**src/rtl/mem_arbiter_pkg.sv**
```systemverilog
// Shared definitions for the cache-to-memory arbiter.
// Holds the FSM state enum, the owner encoding, and the default line/beat
// geometry that the I-cache and D-cache refill paths also use.
package mem_arb_pkg;

  // Default memory geometry, reused by both caches
  localparam int DEF_ADDR_W = 28;
  localparam int DEF_DATA_W = 128;
  localparam int DEF_BEATS  = 4;

  // Arbiter transaction phases
  typedef enum logic [1:0] {
    IDLE  = 2'd0,
    REQ   = 2'd1,
    WDATA = 2'd2,
    RESP  = 2'd3
  } state_e;

  // Which cache owns the transaction in flight
  typedef enum logic {
    OWN_IC = 1'b0,
    OWN_DC = 1'b1
  } owner_e;

endpackage

```
**src/rtl/mem_arbiter_if.sv**
```systemverilog
// Bundle of every cache-side and memory-side signal of the arbiter.
// Modport master: the arbiter's view (takes cache requests, masters memory).
// Modport slave:  the environment's view (caches plus main memory).
interface mem_arbiter_if #(
  parameter int ADDR_W = mem_arb_pkg::DEF_ADDR_W,
  parameter int DATA_W = mem_arb_pkg::DEF_DATA_W
) ();

  // I-cache side
  logic              ic_req_valid;
  logic [ADDR_W-1:0] ic_req_addr;
  logic              ic_req_ready;
  logic              ic_resp_valid;
  logic [DATA_W-1:0] ic_resp_data;

  // D-cache side
  logic                 dc_req_valid;
  logic                dc_req_rw;
  logic [ADDR_W-1:0]   dc_req_addr;
  logic [DATA_W-1:0]   dc_req_wdata;
  logic [DATA_W/8-1:0] dc_req_wmask;
  logic                dc_req_ready;
  logic                dc_resp_valid;
  logic [DATA_W-1:0]   dc_resp_data;
  logic                dc_wr_done;

  // Memory request, write-data and read-beat channels
  logic                mem_req_valid;
  logic                mem_req_ready;
  logic                mem_req_rw;
  logic [ADDR_W-1:0]   mem_req_addr;
  logic                mem_req_data_valid;
  logic                mem_req_data_ready;
  logic [DATA_W-1:0]   mem_req_data_bits;
  logic [DATA_W/8-1:0] mem_req_data_mask;
  logic                mem_resp_valid;
  logic [DATA_W-1:0]   mem_resp_data;

  modport master (
    input  ic_req_valid, ic_req_addr,
    output ic_req_ready, ic_resp_valid, ic_resp_data,
    input  dc_req_valid, dc_req_rw, dc_req_addr, dc_req_wdata, dc_req_wmask,
    output dc_req_ready, dc_resp_valid, dc_resp_data, dc_wr_done,
    output mem_req_valid, mem_req_rw, mem_req_addr,
    input  mem_req_ready,
    output mem_req_data_valid, mem_req_data_bits, mem_req_data_mask,
    input  mem_req_data_ready,
    input  mem_resp_valid, mem_resp_data
  );

  modport slave (
    output ic_req_valid, ic_req_addr,
    input  ic_req_ready, ic_resp_valid, ic_resp_data,
    output dc_req_valid, dc_req_rw, dc_req_addr, dc_req_wdata, dc_req_wmask,
    input  dc_req_ready, dc_resp_valid, dc_resp_data, dc_wr_done,
    input  mem_req_valid, mem_req_rw, mem_req_addr,
    output mem_req_ready,
    input  mem_req_data_valid, mem_req_data_bits, mem_req_data_mask,
    output mem_req_data_ready,
    output mem_resp_valid, mem_resp_data
  );

endinterface

```
**src/rtl/mem_arbiter_rr_arb2.sv**
```systemverilog
// Two-way round-robin grant, purely combinational.
// Ports: req_ic_i/req_dc_i request lines, last_grant_i previous winner,
//        gnt_valid_o any grant this cycle, gnt_owner_o the winner.
module rr_arb2
  import mem_arb_pkg::*;
(
  input  logic   req_ic_i,
  input  logic   req_dc_i,
  input  owner_e last_grant_i,
  output logic   gnt_valid_o,
  output owner_e gnt_owner_o
);

  // A lone requester always wins; on a tie the side not granted last wins
  always_comb begin
    gnt_valid_o = req_ic_i | req_dc_i;
    gnt_owner_o = OWN_IC;
    if (req_ic_i && req_dc_i) begin
      gnt_owner_o = (last_grant_i == OWN_IC) ? OWN_DC : OWN_IC;
    end else if (req_dc_i) begin
      gnt_owner_o = OWN_DC;
    end
  end

endmodule

```
**src/rtl/mem_arbiter.sv**
```systemverilog
// Shares the single main-memory port between I-cache and D-cache.
// One transaction at a time: accept, issue request, then either push one
// write beat or route BEATS read beats back to the owning cache.
// Ports: clk, reset (sync, active-high), bus (mem_arbiter_if.master).
module mem_arbiter
  import mem_arb_pkg::*;
#(
  parameter int ADDR_W = DEF_ADDR_W,
  parameter int DATA_W = DEF_DATA_W,
  parameter int BEATS  = DEF_BEATS
) (
  input logic           clk,
  input logic           reset,
  mem_arbiter_if.master bus
);

  localparam int CNT_W = (BEATS > 1) ? $clog2(BEATS) : 1;
  localparam logic [CNT_W-1:0] LAST_BEAT = CNT_W'(BEATS - 1);

  state_e              state_q, state_d;
  owner_e              owner_q, owner_d;
  owner_e              last_q, last_d;
  logic [CNT_W-1:0]    beat_cnt_q, beat_cnt_d;
  logic                rw_q, rw_d;
  logic [ADDR_W-1:0]   addr_q, addr_d;
  logic [DATA_W-1:0]   wdata_q, wdata_d;
  logic [DATA_W/8-1:0] wmask_q, wmask_d;

  logic   gnt_valid;
  owner_e gnt_owner;

  rr_arb2 u_rr_arb2 (
    .req_ic_i    (bus.ic_req_valid),
    .req_dc_i    (bus.dc_req_valid),
    .last_grant_i(last_q),
    .gnt_valid_o (gnt_valid),
    .gnt_owner_o (gnt_owner)
  );

  // State and captured-request registers
  always_ff @(posedge clk) begin
    if (reset) begin
      state_q    <= IDLE;
      owner_q    <= OWN_IC;
      last_q     <= OWN_IC;
      beat_cnt_q <= '0;
      rw_q       <= 1'b0;
      addr_q     <= '0;
      wdata_q    <= '0;
      wmask_q    <= '0;
    end else begin
      state_q    <= state_d;
      owner_q    <= owner_d;
      last_q     <= last_d;
      beat_cnt_q <= beat_cnt_d;
      rw_q       <= rw_d;
      addr_q     <= addr_d;
      wdata_q    <= wdata_d;
      wmask_q    <= wmask_d;
    end
  end

  // Next-state and outputs. Outputs are held at zero while reset is high,
  // so an abandoned transaction cannot leak a beat or accept pulse.
  always_comb begin
    state_d    = state_q;
    owner_d    = owner_q;
    last_d     = last_q;
    beat_cnt_d = beat_cnt_q;
    rw_d       = rw_q;
    addr_d     = addr_q;
    wdata_d    = wdata_q;
    wmask_d    = wmask_q;

    bus.ic_req_ready       = 1'b0;
    bus.ic_resp_valid      = 1'b0;
    bus.ic_resp_data       = '0;
    bus.dc_req_ready       = 1'b0;
    bus.dc_resp_valid      = 1'b0;
    bus.dc_resp_data       = '0;
    bus.dc_wr_done         = 1'b0;
    bus.mem_req_valid      = 1'b0;
    bus.mem_req_rw         = 1'b0;
    bus.mem_req_addr       = '0;
    bus.mem_req_data_valid = 1'b0;
    bus.mem_req_data_bits  = '0;
    bus.mem_req_data_mask  = '0;

    if (!reset) begin
      case (state_q)
        IDLE: begin
          if (gnt_valid) begin
            owner_d = gnt_owner;
            last_d  = gnt_owner;
            state_d = REQ;
            if (gnt_owner == OWN_DC) begin
              bus.dc_req_ready = 1'b1;
              rw_d    = bus.dc_req_rw;
              addr_d  = bus.dc_req_addr;
              wdata_d = bus.dc_req_wdata;
              wmask_d = bus.dc_req_wmask;
            end else begin
              bus.ic_req_ready = 1'b1;
              rw_d    = 1'b0;
              addr_d  = bus.ic_req_addr;
              wdata_d = '0;
              wmask_d = '0;
            end
          end
        end
        REQ: begin
          bus.mem_req_valid = 1'b1;
          bus.mem_req_rw    = rw_q;
          bus.mem_req_addr  = addr_q;
          if (bus.mem_req_ready) begin
            beat_cnt_d = '0;
            state_d    = rw_q ? WDATA : RESP;
          end
        end
        WDATA: begin
          bus.mem_req_data_valid = 1'b1;
          bus.mem_req_data_bits  = wdata_q;
          bus.mem_req_data_mask  = wmask_q;
          if (bus.mem_req_data_ready) begin
            bus.dc_wr_done = 1'b1;
            state_d        = IDLE;
          end
        end
        RESP: begin
          if (bus.mem_resp_valid) begin
            if (owner_q == OWN_DC) begin
              bus.dc_resp_valid = 1'b1;
              bus.dc_resp_data  = bus.mem_resp_data;
            end else begin
              bus.ic_resp_valid = 1'b1;
              bus.ic_resp_data  = bus.mem_resp_data;
            end
            // Clear on the last beat so the counter is zero for the next read
            if (beat_cnt_q == LAST_BEAT) begin
              beat_cnt_d = '0;
              state_d    = IDLE;
            end else begin
              beat_cnt_d = beat_cnt_q + 1'b1;
            end
          end
        end
        default: state_d = IDLE;
      endcase
    end
  end

endmodule

```
**src/flat_wrapper.sv**
```systemverilog
// flat-port wrapper written by rule: the top's interface ports become plain ports
module mem_arbiter_flat import mem_arb_pkg::*;
#(
  parameter int ADDR_W = DEF_ADDR_W,
  parameter int DATA_W = DEF_DATA_W,
  parameter int BEATS  = DEF_BEATS
)
  (clk, reset, bus_ic_req_valid, bus_ic_req_addr, bus_ic_req_ready, bus_ic_resp_valid, bus_ic_resp_data, bus_dc_req_valid, bus_dc_req_rw, bus_dc_req_addr, bus_dc_req_wdata, bus_dc_req_wmask, bus_dc_req_ready, bus_dc_resp_valid, bus_dc_resp_data, bus_dc_wr_done, bus_mem_req_valid, bus_mem_req_rw, bus_mem_req_addr, bus_mem_req_ready, bus_mem_req_data_valid, bus_mem_req_data_bits, bus_mem_req_data_mask, bus_mem_req_data_ready, bus_mem_resp_valid, bus_mem_resp_data);
  mem_arbiter_if #(.ADDR_W(ADDR_W), .DATA_W(DATA_W)) bus_i ();
  input logic clk;
  input logic reset;
  input wire logic [$bits(bus_i.ic_req_valid)-1:0] bus_ic_req_valid;
  input wire logic [$bits(bus_i.ic_req_addr)-1:0] bus_ic_req_addr;
  output wire logic [$bits(bus_i.ic_req_ready)-1:0] bus_ic_req_ready;
  output wire logic [$bits(bus_i.ic_resp_valid)-1:0] bus_ic_resp_valid;
  output wire logic [$bits(bus_i.ic_resp_data)-1:0] bus_ic_resp_data;
  input wire logic [$bits(bus_i.dc_req_valid)-1:0] bus_dc_req_valid;
  input wire logic [$bits(bus_i.dc_req_rw)-1:0] bus_dc_req_rw;
  input wire logic [$bits(bus_i.dc_req_addr)-1:0] bus_dc_req_addr;
  input wire logic [$bits(bus_i.dc_req_wdata)-1:0] bus_dc_req_wdata;
  input wire logic [$bits(bus_i.dc_req_wmask)-1:0] bus_dc_req_wmask;
  output wire logic [$bits(bus_i.dc_req_ready)-1:0] bus_dc_req_ready;
  output wire logic [$bits(bus_i.dc_resp_valid)-1:0] bus_dc_resp_valid;
  output wire logic [$bits(bus_i.dc_resp_data)-1:0] bus_dc_resp_data;
  output wire logic [$bits(bus_i.dc_wr_done)-1:0] bus_dc_wr_done;
  output wire logic [$bits(bus_i.mem_req_valid)-1:0] bus_mem_req_valid;
  output wire logic [$bits(bus_i.mem_req_rw)-1:0] bus_mem_req_rw;
  output wire logic [$bits(bus_i.mem_req_addr)-1:0] bus_mem_req_addr;
  input wire logic [$bits(bus_i.mem_req_ready)-1:0] bus_mem_req_ready;
  output wire logic [$bits(bus_i.mem_req_data_valid)-1:0] bus_mem_req_data_valid;
  output wire logic [$bits(bus_i.mem_req_data_bits)-1:0] bus_mem_req_data_bits;
  output wire logic [$bits(bus_i.mem_req_data_mask)-1:0] bus_mem_req_data_mask;
  input wire logic [$bits(bus_i.mem_req_data_ready)-1:0] bus_mem_req_data_ready;
  input wire logic [$bits(bus_i.mem_resp_valid)-1:0] bus_mem_resp_valid;
  input wire logic [$bits(bus_i.mem_resp_data)-1:0] bus_mem_resp_data;
  assign bus_i.ic_req_valid = bus_ic_req_valid;
  assign bus_i.ic_req_addr = bus_ic_req_addr;
  assign bus_ic_req_ready = bus_i.ic_req_ready;
  assign bus_ic_resp_valid = bus_i.ic_resp_valid;
  assign bus_ic_resp_data = bus_i.ic_resp_data;
  assign bus_i.dc_req_valid = bus_dc_req_valid;
  assign bus_i.dc_req_rw = bus_dc_req_rw;
  assign bus_i.dc_req_addr = bus_dc_req_addr;
  assign bus_i.dc_req_wdata = bus_dc_req_wdata;
  assign bus_i.dc_req_wmask = bus_dc_req_wmask;
  assign bus_dc_req_ready = bus_i.dc_req_ready;
  assign bus_dc_resp_valid = bus_i.dc_resp_valid;
  assign bus_dc_resp_data = bus_i.dc_resp_data;
  assign bus_dc_wr_done = bus_i.dc_wr_done;
  assign bus_mem_req_valid = bus_i.mem_req_valid;
  assign bus_mem_req_rw = bus_i.mem_req_rw;
  assign bus_mem_req_addr = bus_i.mem_req_addr;
  assign bus_i.mem_req_ready = bus_mem_req_ready;
  assign bus_mem_req_data_valid = bus_i.mem_req_data_valid;
  assign bus_mem_req_data_bits = bus_i.mem_req_data_bits;
  assign bus_mem_req_data_mask = bus_i.mem_req_data_mask;
  assign bus_i.mem_req_data_ready = bus_mem_req_data_ready;
  assign bus_i.mem_resp_valid = bus_mem_resp_valid;
  assign bus_i.mem_resp_data = bus_mem_resp_data;
  mem_arbiter #(.ADDR_W(ADDR_W), .DATA_W(DATA_W), .BEATS(BEATS)) u_core (.clk(clk), .reset(reset), .bus(bus_i));
endmodule
```
**config.mk**
```make
export PLATFORM = sky130hd
export DESIGN_NAME = mem_arbiter_flat
export DESIGN_NICKNAME = d
export VERILOG_FILES = /design/src/rtl/mem_arbiter_pkg.sv /design/src/rtl/mem_arbiter_if.sv /design/src/rtl/mem_arbiter_rr_arb2.sv /design/src/rtl/mem_arbiter.sv /design/src/flat_wrapper.sv
export SDC_FILE = /design/constraint.sdc
export NUM_CORES = 1
export LEC_CHECK = 0
export CAP_MARGIN = 10
export CORE_AREA = 2 2 298 300
export DETAILED_ROUTE_END_ITERATION = 7
export DIE_AREA = 0 0 300 302
export GPL_ROUTABILITY_DRIVEN = 0
export PLACE_DENSITY = 0.38
export SLEW_MARGIN = 20
export SYNTH_ARGS = -nofsm -noshare
export SYNTH_HDL_FRONTEND = slang
export SYNTH_SLANG_ARGS = --single-unit
```
**constraint.sdc**
```tcl
create_clock -name clk -period 3.6 [get_ports clk]
set_clock_uncertainty 0.05 [all_clocks]
set_input_delay 0.9 -clock clk [delete_from_list [all_inputs] [get_ports clk]]
set_output_delay 0.9 -clock clk [all_outputs]
set_load 0.005 [all_outputs]
```
-- After elaboration in Yosys (flattened, before gate mapping)
Index checks and enable logic that the tools add are counted.
- register bits: 178
- input port bits: 336
- output and inout bits: 436
- add/sub/neg operators: 1
- equality and inequality tests: 9
- muxes and demuxes: 56
- bitwise operators: 1
- reductions and logical operators: 6
- operators with widths (operator ; number):
    128-bit two-way mux ; 11
    28-bit two-way mux ; 3
    16-bit two-way mux ; 3
    1-bit two-way mux ; 29
    2-bit two-way mux ; 8
    2-bit case mux with 4 select lines ; 1
    2-bit == test (second input constant) ; 3
    2-bit != test (second input constant) ; 3
    5-bit AND reduction ; 1
    2-bit by 1-bit != test with 1-bit output (second input constant) ; 2
    2-bit case mux with 2 select lines ; 1
    3-bit AND reduction ; 1
    2-bit by 1-bit adder with 2-bit output (second input constant) ; 1
    2-bit by 1-bit == test with 1-bit output (second input constant) ; 1
    2-bit zero test ; 1
    2-bit AND reduction ; 1
    2-bit nonzero test ; 1
    1-bit logical AND ; 1
    1-bit bitwise OR ; 1

-- Depth between registers and ports, before layout
- depth after elaboration: 6
- mapped depth: 6

-- Modules after synthesis
Synthesis repeated with hierarchy kept, for this count alone.
- cells, all modules: 1290
- area total of the unflattened synthesis: 9649.3 sq um
- modules (own cells, without submodules) (module ; times used ; cells each ; area an instance (sq um) ; seq. area each (sq um)):
    mem_arbiter ; 1 ; 1288 ; 9635.5 ; 3563.4
    rr_arb2 ; 1 ; 2 ; 13.8 ; 0.0

-- Least setup slack after synthesis
OpenSTA, ideal clock, no wires.
- path type: input-to-output
- from: input port reset
- to: output port bus_mem_req_data_bits[10]
- data arrival time: 1.936 ns
- required time: 2.650 ns
- setup slack: 0.714 ns
- cell stages on the path: 5
- buffers on the path: 3
- cells stage by stage: clkbuf_1 -> nor3b_1 -> clkbuf_1 -> clkbuf_1 -> and2_1
- longest elaborated chain between the ends: 1
- ends and longest elaborated chain (element ; line ; RTL):
    start: declaration ; flat_wrapper.sv:11 ; input logic reset;
    128-bit two-way mux ; mem_arbiter.sv:89 ; if (!reset) begin
    end: declaration ; flat_wrapper.sv:31 ; output wire logic [$bits(bus_i.mem_req_data_bits)-1:0] bus_mem_req_data_bits;
Every way passes these cells.

-- Final worst setup path
- from: input port bus_mem_resp_valid
- to: output port bus_dc_resp_data[21]
- longest elaborated chain between the ends: 3
- ends and longest elaborated chain (element ; line ; RTL):
    start: declaration ; flat_wrapper.sv:34 ; input wire logic [$bits(bus_i.mem_resp_valid)-1:0] bus_mem_resp_valid;
    128-bit two-way mux ; mem_arbiter.sv:130 ; if (bus.mem_resp_valid) begin
    128-bit two-way mux ; mem_arbiter.sv:90 ; case (state_q)
    128-bit two-way mux ; mem_arbiter.sv:89 ;
    end: declaration ; flat_wrapper.sv:24 ; output wire logic [$bits(bus_i.dc_resp_data)-1:0] bus_dc_resp_data;
Every way passes these cells.

==> metrics.csv <==
stage;metric;value;unit
clock_tree;CTS Buf Count;17;
logic_synthesis;synthesized area;9847;sq um
die;Ports;772;
global_route;vias in the first global route;12110;
final_layout;Final Util;22.84;%
critical_path;reg-to-reg critical path startpoint;u_core.state_q[1]$_SDFFE_PP0P_;
clock_tree;Clock transition at path regs;0.07;ns
critical_path;FF-to-FF setup slack;1.41;ns
place;placed cell areas;19250;sq um
route;first drt pass iteration count;4;
critical_path;critical path class;input pin to primary output;
logic_synthesis;Synth Instances;1290;
clock_tree;deepest clock path buffer count;2;
route;initial detailed-routing violation count;652;
critical_path;Worst Setup EP;bus_dc_resp_data[21];
timing;endpoints failing hold;0;
global_route;antenna violations before repair;24;
place;I/O Buffers;771;
logic_synthesis;ranking of synthesized cells by area;dfxtp_1, and2_1, nand3_1;
logic_synthesis;Yosys reg bits;178;
power_and_ir_drop;Pwr per Cell Area;260.0;nW/um^2
job;# Max-Cap Violations;0;
clock_tree;Root Driver;clkbuf_16;
final_layout;most frequent cells in the layout;clkdlybuf4s50_1, and2_1, dfxtp_1;
timing;Max transition margin;29.28;%
timing;worst hold slack;0.4184;ns
logic_synthesis;Mean Syn Cell Area;7.633;sq um
critical_path;CP Launch Type;input pin;
global_route;first-pass GRT wire length;96230;microns
critical_path;critical path required time;2.65;ns
route;detailed-route via count;12450;
timing;worst-margin pin slew;1.061;ns
timing;Max Slew Vio Count;0;
clock_tree;Num Clock Sinks;178;
timing;RSZ-0062 raised after global routing;yes;
die;row count;109;
logic_synthesis;post-synth top area share;36.19;%
critical_path;CP max FO;21;
global_route;Total GRT Usage;15.05;%
critical_path;cells on worst reg2reg path;5;
final_layout;fin area;20000;sq um
logic_synthesis;Yosys top cell by area;dfxtp_1;
critical_path;R2R Path End;u_core.wdata_q[71]$_SDFFE_PP0P_;
global_route;GR Overflow Total;0;
die;die area;90600;sq um
timing;Max Clk Rate;0.2821;GHz
final_layout;layout net count;2334;
timing;post-layout min period;3.545;ns
clock_tree;Post-CTS Hold Buffers;0;
place;dpl hpwl;56390;microns
power_and_ir_drop;static leakage power;0.007382;uW
final_layout;P&R area growth vs syn;103.1;%
logic_synthesis;YS warnings;0;
timing;Setup Viol. Count Final;0;
die;Die Height;302;microns
power_and_ir_drop;maximum VDD drop;0.3079;mV
logic_synthesis;post-synthesis cell type count;34;
place;DP Worst Slack;-0.3683;ns
route;DR WL/cell;22.59;microns
critical_path;crit path DAT;2.59;ns
route;Post-DRT Antenna Nets;0;
final_layout;most common cell after layout, fill and taps aside;clkdlybuf4s50_1;
clock_tree;H-Tree Depth;4;
worst_hold_path;Hold Crit Class;flop to flop;
logic_synthesis;Syn Nets;1627;
clock_tree;Worst-Skew Late Latency;0.49;ns
route;Vias/cell;3.908;
timing;period utilisation layout;98.46;%
outcome;status;finished, final reports clean;
die;Die Width;300;microns
route;residual DRC count;0;
critical_path;Crit. End Element;primary output;
die;Initial Util;11.25;%
route;overall routed net length;71980;microns
clock_tree;CTS tree;done;
global_route;largest net degree at the start of global routing;148;
die;Placeable Area;87560;sq um
critical_path;crit path launch;bus_mem_resp_valid;
timing;slack of the critical path;0.05547;ns
logic_synthesis;sequential cell area fraction in the yosys report;36.19;%
final_layout;ratio of cells with drive above 1 in the final layout;6.368;%
report_power, final:
| group | internal [uW] | switching, uW | total (uW) |
|---|---|---|---|
| registers | 2100 | 59.9 | 2160 |
| clock network | 921 | 1010 | 1930 |
| logic | 547 | 564 | 1110 |
| total | 3570 | 1630 | 5200 |
per-layer routing:
layer  wire (microns)  up-vias  global-route usage [%]
met5               66        -                       0
met4             2431       10                   5.917
met3             4986       83                   4.683
met2            37570      488                   27.45
met1            26920     6057                   16.12
li1                 -     5816                       -
critical path, cell delays in order:
cell             delay, ns
clkbuf_4              0.15
nand2_4               0.08
nor4_4                0.26
buf_4                 0.18
buf_12                0.16
clkbuf_16             0.19
and2_1                0.14
clkdlybuf4s50_1       0.52
flip-flops by register name, summed over array words and instances, names as in the netlist:
register           cells
u_core.wmask_q        16
u_core.beat_cnt_q      2
u_core.last_q          1
u_core.state_q         2
u_core.addr_q         28
u_core.rw_q            1
u_core.wdata_q       128
what timing repair did:
action | 4_1_cts | 5_1_grt
setup endpoints to repair | 252 | 131
cloned | 1 | 1
pin swaps | 1 | 0
setup buffers | 1 | 0
gates resized for setup | 9 | 29
through the flow:
step | total power (uW) | setup TNS (ns) | cells
floorplan | 2608 | 0 | 1290
global placement | 3314 | -53.89 | 3140
detailed placement | 3322 | -65.77 | 3140
CTS | 5320 | 0 | 3174
global route | 5459 | -0.03461 | 3182
finish | 5200 | 0 | 3187
cells in the mapped netlist:
cell / instances
and2_1: 430
dfxtp_1: 178
nand3_1: 156
o21ai_0: 152
a21oi_1: 149
clkbuf_1: 103
buf_2: 32
a221o_1: 23
nor4b_1: 23
a31oi_1: 5
buf_6: 4
nor3_1: 4
buf_1: 3
nand2_1: 3
nand2b_1: 3
a211o_1: 2
inv_2: 2
nor4_2: 2
a2111oi_0: 1
a211oi_2: 1
a22o_1: 1
and3b_1: 1
buf_4: 1
clkbuf_2: 1
ha_1: 1
inv_1: 1
mux2i_1: 1
nand4_1: 1
nor2_2: 1
nor3b_1: 1
nor3b_2: 1
o21ba_4: 1
or2_1: 1
or4_1: 1
cells by family (layout without fill, tap and decap cells):
family                     count (synthesis)  after routing  share of synthesized area (%)
DFF                                      178            178                          36.19
muxes                                      1              1                         0.1017
and+or+nand+nor                          628            628                          38.62
buffers and inverters                    147            867                          6.366
other                                      0             12                              0
AOI/OAI and AO/OA                        335            335                          18.60
adders and majority gates                  1              1                         0.1270
final cells by class:
class,instances,area (sq um)
clock inverter,15,140.1
multi-input combinational,965,5707
inverter,3,11.26
antenna,12,30.03
sequential,178,3566
clock buffer,17,425.4
timing repair buffer,832,8660
tap,1165,1458
fill,9648,67560
worst min path at each step:
stage,startpoint,cells past startpoint,end
final,u_core.wdata_q[69]$_SDFFE_PP0P_,2,u_core.wdata_q[69]$_SDFFE_PP0P_
after floorplan,u_core.addr_q[10]$_SDFFE_PP0P_,1,u_core.addr_q[10]$_SDFFE_PP0P_
after global placement,u_core.wmask_q[2]$_SDFFE_PP0P_,2,u_core.wmask_q[2]$_SDFFE_PP0P_
after global routing,u_core.wdata_q[8]$_SDFFE_PP0P_,2,u_core.wdata_q[8]$_SDFFE_PP0P_
after CTS,u_core.wmask_q[2]$_SDFFE_PP0P_,2,u_core.wmask_q[2]$_SDFFE_PP0P_
after detailed placement,u_core.addr_q[16]$_SDFFE_PP0P_,1,u_core.addr_q[16]$_SDFFE_PP0P_
(Power assumes the default switching activity.)
